<file path="config.mk">
export PLATFORM = sky130hd
export DESIGN_NAME = param_updown_counter
export DESIGN_NICKNAME = d
export VERILOG_FILES = /design/src/rtl/param_updown_counter_pkg.sv /design/src/rtl/counter_next_logic.sv /design/src/rtl/param_updown_counter.sv
export SDC_FILE = /design/constraint.sdc
export NUM_CORES = 1
export LEC_CHECK = 0
export BUFFER_PORTS_ARGS = -buffer_cell sky130_fd_sc_hd__buf_2
export CORE_AREA = 5 5 42 44
export CTS_BUF_LIST = sky130_fd_sc_hd__clkbuf_2
export CTS_CLUSTER_SIZE = 25
export DETAILED_ROUTE_END_ITERATION = 10
export DIE_AREA = 0 0 47 49
export GPL_TIMING_DRIVEN = 0
export PLACE_DENSITY = 0.56
export SLEW_MARGIN = 25
export SYNTH_ARGS = -nofsm -noshare
export SYNTH_HDL_FRONTEND = slang
export SYNTH_SLANG_ARGS = --single-unit
</file>
<file path="constraint.sdc">
create_clock -name clk -period 2.6 [get_ports clk]
set_input_delay 0.52 -clock clk [delete_from_list [all_inputs] [get_ports clk]]
set_output_delay 0.52 -clock clk [all_outputs]
set_load 0.01 [all_outputs]
</file>
<file path="src/rtl/param_updown_counter_pkg.sv">
// Shared constants and config helpers for the up/down counter.
// Direction/mode encodings plus a parameter sanity function.
package param_updown_counter_pkg;

  localparam logic CNT_UP = 1'b1;
  localparam logic CNT_DN = 1'b0;

  localparam int CNT_WRAP = 0;
  localparam int CNT_SAT  = 1;

  // Legal when 2 <= m <= 2**w and 0 <= rv < m.
  function automatic bit cfg_ok(
    input int w,
    input int m,
    input int rv
  );
    longint lim;
    lim = longint'(1) << w;
    return (w >= 1) && (m >= 2) &&
           (longint'(m) <= lim) &&
           (rv >= 0) && (rv < m);
  endfunction

endpackage

</file>
<file path="src/rtl/counter_next_logic.sv">
// Combinational next-count and boundary detection for the counter.
// Ports: count/up_dn/en/load/load_val in; next_count/boundary out.
module counter_next_logic
  import param_updown_counter_pkg::*;
#(
  parameter int WIDTH    = 4,
  parameter int MODULUS  = 2 ** WIDTH,
  parameter int SATURATE = CNT_WRAP
) (
  input  logic [WIDTH-1:0] count,
  input  logic             up_dn,
  input  logic             en,
  input  logic             load,
  input  logic [WIDTH-1:0] load_val,
  output logic [WIDTH-1:0] next_count,
  output logic             boundary
);

  // One extra bit so MODULUS == 2**WIDTH is representable.
  localparam logic [WIDTH:0] MOD_X =
    (WIDTH+1)'(MODULUS);
  localparam logic [WIDTH-1:0] MAX =
    WIDTH'(MODULUS - 1);
  localparam logic [WIDTH-1:0] ONE =
    WIDTH'(1);

  logic is_up;
  logic at_top;
  logic at_bot;
  logic ld_big;
  logic step_up;
  logic step_dn;

  assign is_up   = (up_dn == CNT_UP);
  assign at_top  = (count == MAX);
  assign at_bot  = (count == '0);
  assign ld_big  = ({1'b0, load_val} >= MOD_X);
  assign step_up = !load && en && is_up;
  assign step_dn = !load && en && !is_up;

  always_comb begin
    next_count = count;
    boundary   = 1'b0;
    unique case (1'b1)
      load: begin
        next_count = ld_big ? MAX : load_val;
      end
      step_up: begin
        if (at_top) begin
          boundary = 1'b1;
          if (SATURATE == CNT_WRAP)
            next_count = '0;
        end else begin
          next_count = count + ONE;
        end
      end
      step_dn: begin
        if (at_bot) begin
          boundary = 1'b1;
          if (SATURATE == CNT_WRAP)
            next_count = MAX;
        end else begin
          next_count = count - ONE;
        end
      end
      default: begin
        next_count = count;
      end
    endcase
  end

endmodule

</file>
<file path="src/rtl/param_updown_counter.sv">
// Parametrised up/down counter with wrap/saturate, tc pulse, sticky ovf.
// Ports: clk, rst(n), en, up_dn, clr, load, load_val in; count, tc, ovf out.
module param_updown_counter
  import param_updown_counter_pkg::*;
#(
  parameter int WIDTH     = 4,
  parameter int MODULUS   = 2 ** WIDTH,
  parameter int SATURATE  = CNT_WRAP,
  parameter int RESET_VAL = 0
) (
  input  logic             clk,
  input  logic             rst,
  input  logic             en,
  input  logic             up_dn,
  input  logic             clr,
  input  logic             load,
  input  logic [WIDTH-1:0] load_val,
  output logic [WIDTH-1:0] count,
  output logic             tc,
  output logic             ovf
);

  if (!cfg_ok(WIDTH, MODULUS, RESET_VAL))
  begin : g_cfg_err
    $error("param_updown_counter: bad MODULUS/RESET_VAL");
  end

  localparam logic [WIDTH-1:0] RST_CNT =
    WIDTH'(RESET_VAL);

  logic [WIDTH-1:0] count_q;
  logic [WIDTH-1:0] count_d;
  logic             tc_q;
  logic             tc_d;
  logic             ovf_q;
  logic             ovf_d;

  logic [WIDTH-1:0] nxt;
  logic             bnd;

  counter_next_logic #(
    .WIDTH    (WIDTH),
    .MODULUS  (MODULUS),
    .SATURATE (SATURATE)
  ) u_next (
    .count      (count_q),
    .up_dn      (up_dn),
    .en         (en),
    .load       (load),
    .load_val   (load_val),
    .next_count (nxt),
    .boundary   (bnd)
  );

  // clr outranks load/en; reset is applied in the register.
  always_comb begin
    count_d = nxt;
    tc_d    = bnd;
    ovf_d   = ovf_q | bnd;
    if (clr) begin
      count_d = RST_CNT;
      tc_d    = 1'b0;
      ovf_d   = 1'b0;
    end
  end

  always_ff @(posedge clk) begin
    if (!rst) begin
      count_q <= RST_CNT;
      tc_q    <= 1'b0;
      ovf_q   <= 1'b0;
    end else begin
      count_q <= count_d;
      tc_q    <= tc_d;
      ovf_q   <= ovf_d;
    end
  end

  assign count = count_q;
  assign tc    = tc_q;
  assign ovf   = ovf_q;

endmodule

</file>
==> results.md <==
* Status: completed
* Avg WL per Cell at about 12 um
* Worst clock skew at 17.3 ps
* Post-DP HPWL at 806 um
* Routed Antenna Nets at 0
* Sequential fraction of the synthesis area at about a quarter
* Syn. warnings at 0
* RSZ-0062 raised after global routing: false
* # nets final at 91
* #FFs+latches synth at 6
* Total grt overflow at 0
* Drt total wl at approximately 1100 um
* Register area at around 120 um^2
* Worst-Margin Slew at 418 ps
* Total negative slack at 0 ps
* FP Rows at 14
* Htree depth at 1
* Vias per cell at around 5.1
* Yosys top cell by area: dfxtp_1
* Post-Syn Nets at 72
* Hold Crit Class: reg2reg
* IO Pins at 16
* Clock Path Buffers at 2
* Synth Area in XOR/XNOR at 1.87%
* Vias in the first global route at between 300 and 400
* Inst Count DP at 90
* Max IR drop VDD at roughly 0.23 mV
* Crit. End Element: flop
* Flop pwr share at between 40% and 50%
* Cell area after synthesis at 468 um^2
* Final Cycle Share at between 60 and 70%
* Fmax at 0.590 GHz
* Routed via count at roughly 480
* Area of the multi-input gates at between 200 and 300 um^2
* Layout area overhead at 22.5%
* Mapped Cells at 60
* Initial DRC count at 20
* Clock transition at path regs at approximately 80 ps
* Worst Path Arrival at approximately 1900 ps
* Cts repair resizes at 0
* Placer Congestion at approximately 0.75
* Comb power frac at a little over a quarter
* Final Non-Filler Cells at a little over 90
* Initial antenna violation count at 0
* Clock Sinks at 6
* WP data required at around 2800 ps
* Sw Share at about a third
* Startpoint Class: flop
* Post-synthesis mux area share at under 10%
* Design Power at 0.000232 W
* Proportion of layout cells with a drive suffix above 1 at between 30% and 40%
* Max-Slew Margin vs Limit at about 70%
* Min cycle time layout at ~1700 ps
* Critical path type: reg2reg
* Clk pwr share at between 30% and 40%
* # DRC at 0
* Post-CTS setup buffers at 0
* Largest net degree at the start of global routing at 11
* Syn Area/Cell at 7.80 um^2
* Compound-Gate Fraction of Synth Area at a little under a third
* Top FF cell, synth: dfxtp_1
* Initial core utilization at ~33%
* Cts hold-fix bufs at 0
* Adder-cell share of the synthesized area at approximately 5.3%
* Die area at ~0.0023 mm^2
* Num CTS Buffers at 3
* CTS tree: done
* Ranking of synthesized cells by area: dfxtp_1, a21oi_1, ha_1
* GRT Overall Usage at about a tenth
* Pleak at 0.280 nW
* Fin. max-slew vios at 0
* Core ar. at 0.00140 mm^2
* FILL cells at between 150 and 200
* Clock tree root buffer cell: clkbuf_2
* P_int at 0.000156 W
* Die Wd at 47 um
* Pre-Repair DR Iteration Count at 4
* ANT cells at 0
* Largest family of logic cells by synthesized area: compound AO/OA/AOI/OAI gates
* Top-area cell type share of the netlist area at about a quarter
* Port Buffers at 14
* CP Max Fanout at 8
* Distinct cells, synth at 33
* Psw at approximately 0.000076 W
* Number of synthesized flops with an enable pin at 0
* Pwr Density at roughly 400 mW/mm^2
* Die height at 49 um
* Final hold vios at 0
* Clock Latency Late Sink at ~240 ps
* # setup viols final at 0
* Max_cap viols at 0
* Simple-gate share of the synthesized area at roughly 22%
* Global-route wire length before repair at approximately 1700 um
* Synth async-reset ratio at 0%
## critical path: stages (launching register included)
cell	delay, ps
dfxtp_1	330
clkbuf_2	170
inv_1	80
ha_1	230
or3b_4	410
a21oi_2	160
o221ai_2	110
a21oi_2	130
## synthesized netlist by cell type (2+ instances only)
library cell,number
a21oi_2,2
clkbuf_2,2
a21oi_1,5
inv_1,5
a31oi_1,3
o21ai_0,2
nand2_1,6
nor3_1,2
nand2b_1,2
dfxtp_1,6
nor2_1,2
ha_1,2
## cell usage in the layout, fill, tap and decap left out, drive strengths merged, types with 3 or more instances in the layout
cell type | Yosys | layout
a31oi | 3 | 3
dfxtp | 6 | 6
clkbuf | 3 | 6
inv | 5 | 5
buf | 2 | 16
a21oi | 7 | 7
nand2 | 6 | 6
o21ai | 3 | 3
## final cells by class
class,instances,area share [%]
Timing Repair Buffer,14,12.2
Tap cell,16,3.49
Inverter,5,3.28
Buffer,5,5.68
Sequential cell,6,21.0
Multi-Input combinational cell,44,51.7
Clock buffer,3,2.62
## registers in the layout, summed over array words and instances (netlist names)
signal / cells
count: 4
ovf: 1
tc: 1
## kinds of logic (layout without fill, tap and decap cells)
| logic type | count (synthesis) | after routing |
|---|---|---|
| buffers and inverters | 10 | 27 |
| AND/OR/NAND/NOR | 19 | 19 |
| AO/OA/AOI/OAI | 21 | 21 |
| adder cells (fa/ha/maj) | 2 | 2 |
| multiplexers | 1 | 1 |
| XOR/XNOR | 1 | 1 |
| flip-flops | 6 | 6 |
## worst paths after layout
kind                               start  cells after the start        to  slack (ps)
worst max register to register  count[0]                      7  count[0]         910
worst min register to register       ovf                      2       ovf         470
worst min-delay path                 ovf                      2       ovf         470
worst max-delay path            count[0]                      7  count[0]         910
## power by group through the flow
stage / Sequential [W] / Combinational [W] / Clock, W
finish: 0.0000982 / 0.0000616 / 0.0000718
global route: 0.0000988 / 0.0000679 / 0.0000810
CTS: 0.0000983 / 0.0000620 / 0.0000737
detailed placement: 0.000100 / 0.0000618 / 0
global placement: 0.000100 / 0.0000614 / 0
floorplan: 0.000102 / 0.0000419 / 0
## layer usage
metal / share of wire (%) / track usage, %
met1: 48 / 13.1
met4: 0.74 / 5.53
met3: 6.8 / 3.69
met5: 0 / 0
met2: 44 / 13.6
## through the flow
step                setup slack, ps  cell area, um^2  util, %  hold WS, ps
floorplan                      1000              468        -          504
global placement                902              558     39.8          447
detailed placement              916              558     39.8          452
CTS                             899              573     40.9          466
global route                    749              573     40.9          486
finish                          906              573     40.9          466
Power figures use the tool's default switching activity.
